[config.mk]
export PLATFORM = sky130hd
export DESIGN_NAME = datapath_pipe
export DESIGN_NICKNAME = d
export VERILOG_FILES = /design/src/rtl/datapath_pipe.sv
export SDC_FILE = /design/constraint.sdc
export NUM_CORES = 1
export LEC_CHECK = 0
export ABC_AREA = 0
export CAP_MARGIN = 0
export CORE_UTILIZATION = 40
export CTS_CLUSTER_SIZE = 40
export DETAILED_ROUTE_END_ITERATION = 10
export PLACE_DENSITY = 0.66
export SLEW_MARGIN = 20
export SYNTH_ARGS = -nofsm -noshare
export SYNTH_HDL_FRONTEND = slang
export SYNTH_SLANG_ARGS = --single-unit
[constraint.sdc]
create_clock -name clk -period 5.76 [get_ports clk]
set_input_delay 0.576 -clock clk [delete_from_list [all_inputs] [get_ports clk]]
set_output_delay 0.576 -clock clk [all_outputs]
set_load 0.005 [all_outputs]
[src/rtl/datapath_pipe.sv]
// Two-stage datapath: register file, operand/constant muxing, ALU/shifter and
// an iterative shift-add multiplier, with WB->EX forwarding and registered flags.
module datapath_pipe #(
  parameter int unsigned WIDTH = 16,
  parameter int unsigned NREGS = 16
) (
  input  logic                     clk,
  input  logic                     rst_n,
  input  logic                     issue,
  output logic                     in_ready,
  input  logic [3:0]               op_sel,
  input  logic [$clog2(NREGS)-1:0] A_sel,
  input  logic [$clog2(NREGS)-1:0] B_sel,
  input  logic [$clog2(NREGS)-1:0] dest_sel,
  input  logic                     load_en,
  input  logic                     const_sel,
  input  logic [WIDTH-1:0]         const_in,
  input  logic                     data_sel,
  input  logic [WIDTH-1:0]         data_in,
  output logic [WIDTH-1:0]         A_out,
  output logic [WIDTH-1:0]         B_out,
  output logic [WIDTH-1:0]         Br,
  output logic                     V,
  output logic                     C,
  output logic                     N,
  output logic                     Z,
  output logic                     busy,
  output logic                     wb_valid
);

  localparam int unsigned SEL_W = $clog2(NREGS);
  localparam int unsigned SH_W  = $clog2(WIDTH);
  localparam int unsigned CNT_W = $clog2(WIDTH + 1);
  localparam logic [WIDTH-1:0] ONE = WIDTH'(1);

  localparam logic [3:0] OP_ADD = 4'd0;
  localparam logic [3:0] OP_SUB = 4'd1;
  localparam logic [3:0] OP_AND = 4'd2;
  localparam logic [3:0] OP_OR  = 4'd3;
  localparam logic [3:0] OP_XOR = 4'd4;
  localparam logic [3:0] OP_NOT = 4'd5;
  localparam logic [3:0] OP_SHL = 4'd6;
  localparam logic [3:0] OP_SHR = 4'd7;
  localparam logic [3:0] OP_ASR = 4'd8;
  localparam logic [3:0] OP_PSB = 4'd9;
  localparam logic [3:0] OP_INC = 4'd10;
  localparam logic [3:0] OP_DEC = 4'd11;
  localparam logic [3:0] OP_MUL = 4'd12;

  logic [WIDTH-1:0] rf [NREGS];
  logic [SEL_W-1:0] wb_dest;
  logic [WIDTH-1:0] wb_data;

  logic [WIDTH-1:0] mul_hi, mul_lo, mul_mcand;
  logic [CNT_W-1:0] mul_cnt;
  logic [SEL_W-1:0] mul_dest;
  logic             mul_load;
  logic [WIDTH:0]   mul_sum;
  logic [WIDTH-1:0] mul_hi_nx, mul_lo_nx;

  logic [SH_W-1:0]    sh;
  logic [WIDTH-1:0]   alu_b, f;
  logic [WIDTH:0]     sum, shl, shr;
  logic signed [WIDTH:0] asr;
  logic               fc, fv;

  assign in_ready = ~busy;

  // Distance-1 forwarding from the WB register.
  assign A_out = (wb_valid && wb_dest == A_sel) ? wb_data : rf[A_sel];
  assign B_out = (wb_valid && wb_dest == B_sel) ? wb_data : rf[B_sel];
  assign Br    = const_sel ? const_in : B_out;
  assign sh    = Br[SH_W-1:0];

  // One shift-add step: low half holds remaining multiplier bits.
  assign mul_sum   = {1'b0, mul_hi} + (mul_lo[0] ? {1'b0, mul_mcand} : '0);
  assign mul_hi_nx = mul_sum[WIDTH:1];
  assign mul_lo_nx = {mul_sum[0], mul_lo[WIDTH-1:1]};

  // ALU / shifter; shifts carry one extra bit to capture the last bit shifted out.
  always_comb begin
    alu_b = Br;
    if (op_sel == OP_INC || op_sel == OP_DEC) alu_b = ONE;
    if (op_sel == OP_SUB || op_sel == OP_DEC) sum = {1'b0, A_out} - {1'b0, alu_b};
    else                                      sum = {1'b0, A_out} + {1'b0, alu_b};
    shl = {1'b0, A_out} << sh;
    shr = {A_out, 1'b0} >> sh;
    asr = $signed({A_out, 1'b0}) >>> sh;
    f  = A_out;
    fc = 1'b0;
    fv = 1'b0;
    case (op_sel)
      OP_ADD, OP_INC: begin
        f  = sum[WIDTH-1:0];
        fc = sum[WIDTH];
        fv = (A_out[WIDTH-1] == alu_b[WIDTH-1]) && (sum[WIDTH-1] != A_out[WIDTH-1]);
      end
      OP_SUB, OP_DEC: begin
        f  = sum[WIDTH-1:0];
        fc = sum[WIDTH];
        fv = (A_out[WIDTH-1] != alu_b[WIDTH-1]) && (sum[WIDTH-1] != A_out[WIDTH-1]);
      end
      OP_AND: f = A_out & Br;
      OP_OR:  f = A_out | Br;
      OP_XOR: f = A_out ^ Br;
      OP_NOT: f = ~A_out;
      OP_SHL: begin f = shl[WIDTH-1:0]; fc = shl[WIDTH]; end
      OP_SHR: begin f = shr[WIDTH:1];   fc = shr[0];     end
      OP_ASR: begin f = asr[WIDTH:1];   fc = asr[0];     end
      OP_PSB: f = Br;
      default: f = A_out;
    endcase
  end

  always_ff @(posedge clk) begin
    if (!rst_n) begin
      for (int i = 0; i < int'(NREGS); i++) rf[i] <= '0;
      wb_valid  <= 1'b0;
      wb_dest   <= '0;
      wb_data   <= '0;
      {V, C, N, Z} <= 4'b0;
      busy      <= 1'b0;
      mul_cnt   <= '0;
      mul_hi    <= '0;
      mul_lo    <= '0;
      mul_mcand <= '0;
      mul_dest  <= '0;
      mul_load  <= 1'b0;
    end else begin
      if (wb_valid) rf[wb_dest] <= wb_data;
      wb_valid <= 1'b0;
      if (busy) begin
        mul_hi <= mul_hi_nx;
        mul_lo <= mul_lo_nx;
        if (mul_cnt == CNT_W'(WIDTH - 1)) begin
          busy     <= 1'b0;
          wb_valid <= mul_load;
          wb_dest  <= mul_dest;
          wb_data  <= mul_lo_nx;
          N <= mul_lo_nx[WIDTH-1];
          Z <= (mul_lo_nx == '0);
          C <= (mul_hi_nx != '0);
          V <= 1'b0;
        end else begin
          mul_cnt <= mul_cnt + CNT_W'(1);
        end
      end else if (issue) begin
        if (op_sel == OP_MUL && !data_sel) begin
          busy      <= 1'b1;
          mul_cnt   <= '0;
          mul_hi    <= '0;
          mul_lo    <= Br;
          mul_mcand <= A_out;
          mul_dest  <= dest_sel;
          mul_load  <= load_en;
        end else begin
          wb_valid <= load_en;
          wb_dest  <= dest_sel;
          wb_data  <= data_sel ? data_in : f;
          if (op_sel != OP_MUL) begin
            N <= f[WIDTH-1];
            Z <= (f == '0);
            C <= fc;
            V <= fv;
          end
        end
      end
    end
  end

endmodule

* Word level (Yosys, flattened, before mapping) *
Memory sizes are Yosys's and may differ from the RTL's.
Index checks and enable logic that the tools add are counted.

storage, ports and cells
  ROM bits = 0
  bits in latches = 0
  memories kept = 1
  word-level logic and storage cells = 136
  RAM bits = 256
  input bits = 54
  register bits = 84
  output and inout port bits = 55

memories
  name  depth  width  read ports  clocked after memory_dff  write ports  RTL line  RTL
  rf    16     16     2           0                         16           50        logic [WIDTH-1:0] rf [NREGS];

operators by class
  magnitude comparators = 0
  shift-type cells = 3
  div/mod/pow operators = 0
  mux-type cells = 63
  eq/ne operators = 22
  add/subtract/negate cells = 4
  reductions and logical operators = 24
  multiply operators = 0
  bitwise operators = 5

operators by type and width
  cell                number
  $mux 16             17
  $pmux 16 s9         1
  $add 16x16->17      2
  $mux 1              33
  $logic_not 16->1    2
  $eq 4x4->1 const B  5
  $mux 4              5
  $mux 5              4
  $mux 17             1
  $shl 16x4->17       1
  $shr 17x4->17       1
  $sshr 17x4->17      1
  $sub 16x16->17      1
  $and 16x16->16      1
  $eq 4x3->1 const B  4
  $not 16->16         1
  $or 16x16->16       1
  $reduce_bool 16->1  1
  $reduce_or 16->1    1
  $xor 16x16->16      1
  $reduce_and 3->1    3
  $eq 4x2->1 const B  2
  $eq 4x4->1          2
  $reduce_bool 2->1   3
  19 further kinds    27

* Logic depth before layout (Yosys ltp) *
  depth in word-level cells = 14
  mapped depth = 27

* Worst setup path before layout *
OpenSTA, ideal clock, no wires.

  kind = input -> register
  from = input port B_sel[3]
  to = register N
  path buffers = 4
  library setup time = 137 ps
  slack = -9 ps
  arrival time = 5632 ps
  stages on the path = 25
  path through = buf_2 buf_4 buf_2 buf_2 mux4_2 mux4_2 mux2_2 mux2i_1 inv_2 nor3_2 a211o_1 o211ai_1 ha_1 a21o_1 nor2_1 o31ai_1 a2111oi_0 o31ai_1 a21oi_1 xor2_1 nor2_1 o32ai_1 nor2_1 a21oi_1 a211oi_1

on the way
  word-level cells in the longest chain between the ends = 12

RTL lines
  element                                                                RTL line  RTL
  from (decl)                                                            13        input logic [$clog2(NREGS)-1:0] B_sel,
  parallel branches: the longest is 2 deep, another holds $mem_v2 16x16  n/a
  $mux 16 *                                                              71        assign B_out = (wb_valid && wb_dest == B_sel) ? wb_data : rf[B_sel];
  via B_out[6]                                                           21        output logic [WIDTH-1:0] B_out,
  $mux 16 *                                                              72        assign Br = const_sel ? const_in : B_out;
  via Br[6]                                                              22        output logic [WIDTH-1:0] Br,
  $mux 16 *                                                              83        if (op_sel == OP_INC || op_sel == OP_DEC) alu_b = ONE;
  $add 16x16->17 / $sub 16x16->17 (equally long branches)                85, 84
  $mux 17 *                                                              84        if (op_sel == OP_SUB || op_sel == OP_DEC) sum = {1'b0, A_out} - {1'b0, alu_b};
  $pmux 16 s9 *                                                          92        case (op_sel)
  $mux 1 *                                                               160       if (op_sel != OP_MUL) begin
  $mux 1 *                                                               148       if (op_sel == OP_MUL && !data_sel) begin
  $mux 1 *                                                               147       end else if (issue) begin
  $mux 1 *                                                               132       if (busy) begin
  to (signal assigned)                                                   140       N <= mul_lo_nx[WIDTH-1];
  to (signal assigned)                                                   161       N <= f[WIDTH-1];
  to (decl)                                                              25        output logic N,

Mark *: on every way through the listed nets, which the timed path passes. The select of a mux whose other input is x is not followed.
A chain may end at the register's enable or synchronous reset.

* Worst setup path in the final report *
  from = input port B_sel[0]
  to = register Z

on the way
  word-level cells in the longest chain between the ends = 13

RTL lines
  element                                                                RTL line  RTL
  parallel branches: the longest is 2 deep, another holds $mem_v2 16x16  n/a
  $mux 16 *                                                              71
  $mux 16 *                                                              72
  $mux 16                                                                83
  $add 16x16->17 / $sub 16x16->17 (equally long branches)                85, 84
  $mux 17                                                                84
  $pmux 16 s9 *                                                          92
  $logic_not 16->1 *                                                     162       Z <= (f == '0);
  $mux 1 *                                                               160
  $mux 1 *                                                               148
  $mux 1 *                                                               147
  $mux 1 *                                                               132
  to (signal assigned)                                                   141       Z <= (mul_lo_nx == '0);
  to (signal assigned)                                                   162
  to (decl)                                                              26        output logic Z,

Mark *: on every way between the ends. The select of a mux whose other input is x is not followed.

==> impl_results.md <==
- Dpl hpwl: 61160 um
- Wire length of the first global-routing pass: 126200 um
- Min-delay src: mul_mcand[1]
- FFs w/ async S/R, synth: 0
- Net Switching: approximately 2200 uW
- Chip width: 239.7 um
- Outcome: finished clean
- Startpoint Class: input pin
- DRT antenna net count: 0
- FP Rows: 86
- Drt total wl: 85250 um
- Grt total ovfl: 0
- Largest net degree at the start of global routing: 64
- Slowest stage delay, CP: 0.57 ns
- First-pass DRT Iterations: 6
- Worst vdd ir: about 0.18 mV
- Area leader, netlist: edfxtp_1
- Crit-path cells: buf_4, buf_12, mux4_2, mux4_2, mux2_2, mux2i_1, nand4_1, nor3_2, buf_4, nand3_1, nand2_1, xor2_1, ha_1, nand3_1, o31ai_1, xor2_1, nand2_1, o211ai_1, a31oi_1, a22oi_1, or4b_1, nor4_1, nand3_1, a31oi_1
- Buffers & Inverters on Critical Path: 3
- Sw Ratio: 0.3029
- Hold depth: 2
- Detailed-route DRC error count: 0
- Clock network power share: 0.357
- Logic pwr share: 0.266
- Top Family by Delay on Critical Path: simple AND/OR/NAND/NOR gates
- Cell count after synthesis: 2103
- Final instance area: 0.02718 mm^2
- Initial antenna violation count: 0
- P_int: 5120 uW
- Maximum buffer depth of the clock tree: 3
- Worst min-delay path class: reg -> reg
- H-Tree Depth: 2
- Yosys reg bits: 340
- Root Buffer: clkbuf_16
- FF-to-FF End: Z
- Num CTS Buffers: 37
- R2r worst-path depth: 22
- Layout Skew: ~0.036 ns
- Critical path arrival: 6.01 ns
- Vias per cell: 6.364
- RSZ-0062 raised after global routing: true
- Layout net count: 2430
- Vias: approximately 20000
- Post-synth top area share: 0.3403
- Part of the power in registers: 0.377
- Top post-synthesis cells by area: edfxtp_1, mux4_2, dfxtp_1
- Most Frequent Cell on Critical Path: nand3_1
- Final min period: 5.517 ns
- Slew @ Worst Pin: 0.9683 ns
- Die Y: 239.7 um
- CTS tree: built
- Vias in the first global route: between 15000 and 20000
- Hold Path End: mul_mcand[1]
- Reg clk slew, reported paths: 0.07 ns
- Placed Cells: 3013
- Mean routed wirelength per cell: between 20 and 30 um
- WS Path Type: in -> reg
- Syn avg cell area: 10.74 um^2
- Area Growth Syn to Fin: 20.29%
- Lkg Pwr: about 0.01 uW
- Netlist cell types: 81
- Worst-Skew Late Latency: 0.57 ns
- Register area share after synthesis: 0.4147
- Synthesized cell area: approximately 0.023 mm^2
- Max-Cap Viols: 0
- Max Fclk: 0.1812 GHz
- Syn nets: around 2200
- Top-Level Pins: ~110
- Final setup viols: 0
- Share of layout cells above drive strength 1: 0.2342
- Routability Congestion: 1.091
- PortBufs: between 100 and 150
- PwrDens: 270.3 mW/mm^2
- Cell Area, Placed: 0.02580 mm^2
- Fin. Hold Viols: 0
- Initial core utilization: 0.4077
- CTS sink count: 340
- Worst setup EP type: register
- Worst r2r src: rf[15][4]
- Slowest CP cell: or4b_1
- Fill cells: 4979
- Number of synthesized flops with an enable pin: between 200 and 300
- Final worst-path cycle share: 0.9579
- DR iter-0 viols: approximately 2500
- Post-route insts no fill: 3084
- Die area: 0.05743 mm^2
- Max-slew violations: 0
- GRT Total Usage: 0.2976
- YS warnings: 0
- Reg2Reg Setup Slack: about 0.25 ns
- CP max FO: 16
- Worst rel slew slack: 0.3545
- Synth Flop Type: edfxtp_1
- Core area: 0.05542 mm^2
- Worst EP required: 6.26 ns
- # diodes: 0
==> cell usage in the layout (no fill, tap or decap), types with 35 or more instances in the layout <==
| cell | netlist | final |
|---|---|---|
| buf_4 | 5 | 237 |
| inv_1 | 35 | 35 |
| a211oi_1 | 36 | 36 |
| nand3_1 | 37 | 37 |
| nand2_1 | 120 | 117 |
| clkdlybuf4s50_1 | 0 | 103 |
| nor4_1 | 52 | 52 |
| edfxtp_1 | 256 | 256 |
| and2_1 | 107 | 107 |
| a21oi_1 | 111 | 111 |
| dfxtp_1 | 84 | 81 |
| nor2_1 | 164 | 161 |
| clkbuf_16 | 0 | 38 |
| ha_1 | 67 | 67 |
| mux4_2 | 150 | 150 |
| nor3_1 | 155 | 155 |
| mux2i_1 | 63 | 62 |
| o21ai_0 | 89 | 77 |
==> cell usage after synthesis (14+ instances only) <==
cell type  number
a211oi_1       36
a21oi_1       111
a221oi_1       14
a22oi_1        31
and2_1        107
and3_1         17
buf_1          24
buf_2          28
clkbuf_1      120
clkinv_1       15
dfxtp_1        84
edfxtp_1      256
ha_1           67
inv_1          35
mux2_2         30
mux2i_1        63
mux4_2        150
nand2_1       120
nand2b_1       20
nand3_1        37
nor2_1        164
nor3_1        155
nor4_1         52
o211ai_1       21
o21ai_0        89
o21ai_1        15
o22ai_1        15
xnor2_1        27
xor2_1         15
==> repair_timing <==
item                       CTS  global route
hold endpoints to repair     0             0
setup buffers                0             2
hold buffers                 0             0
resized for setup            0             5
setup endpoints to repair    0             5
==> final cells by class <==
| type | count | area [um^2] | share of cell area |
|---|---|---|---|
| clock buffer | 45 | 987.2 | 0.03633 |
| timing repair buffer | 355 | 3048 | 0.1122 |
| sequential | 340 | 9373 | 0.3449 |
| multi-input combinational | 1513 | 12270 | 0.4516 |
| clock inverter | 23 | 332.8 | 0.01225 |
| tap | 748 | 935.9 | 0.03444 |
| inverter | 60 | 226.5 | 0.008333 |
==> worst max path at each step <==
stage / start / end / slack [ns] / cells past startpoint
floorplan: B_sel[3] / Z / 0.04 / 25
global placement: B_sel[0] / N / -0.41 / 27
detailed placement: B_sel[0] / N / -0.40 / 27
CTS: B_sel[0] / N / 0.16 / 27
global route: rf[2][0] / wb_data[15] / -0.001 / 25
finish: B_sel[0] / Z / 0.24 / 24
==> flip-flops by register name, indices dropped and copies added, names as in the netlist <==
register	cells
mul_mcand	16
C	1
wb_dest	4
V	1
busy	1
mul_dest	4
Z	1
mul_hi	16
N	1
mul_cnt	5
rf	256
wb_data	16
mul_load	1
mul_lo	16
wb_valid	1
==> per-stage QoR <==
stage	utilization	hold slack, ns	worst slack (ns)	TNS [ns]	power (uW)
floorplan	-	0.4317	0.03608	0	3822
global placement	0.4653	0.4424	-0.4066	-1.483	4692
detailed placement	0.4657	0.4500	-0.3971	-1.624	4713
CTS	0.4895	0.4584	0.1584	0	7318
global route	0.4904	0.4816	-0.001261	-0.001261	7563
finish	0.4904	0.4587	0.2426	0	7345
==> power groups by stage <==
stage / sequential, uW / clock, uW / combinational [uW]
after global placement: 2810 / 0 / 1880
after CTS: 2770 / 2650 / 1900
final: 2770 / 2620 / 1950
after global routing: 2780 / 2740 / 2050
after detailed placement: 2820 / 0 / 1890
after floorplan: 2790 / 0 / 1030
==> metal layers <==
metal,vias up,wire length [um],track usage
li1,8495,-,-
met4,0,5783,0.1717
met5,-,0,0
met2,1225,40170,0.4829
met3,285,7373,0.04668
met1,9623,31930,0.3766
==> worst min-delay path, stage by stage (launching register included) <==
cell,delay (ns)
dfxtp_1,0.31
nand2_1,0.05
a21oi_1,0.05
==> logic make-up (layout without fill, tap and decap cells) <==
logic type	count (synthesis)	count (layout)	synth area share
mux	252	252	0.1990
flops	340	340	0.4147
buf+inv	250	483	0.04796
fa+ha+maj	69	69	0.03888
compound gates	429	429	0.1241
xor+xnor	42	42	0.01628
simple gates	721	721	0.1591
No activity file was read; power rests on OpenSTA's default activity.
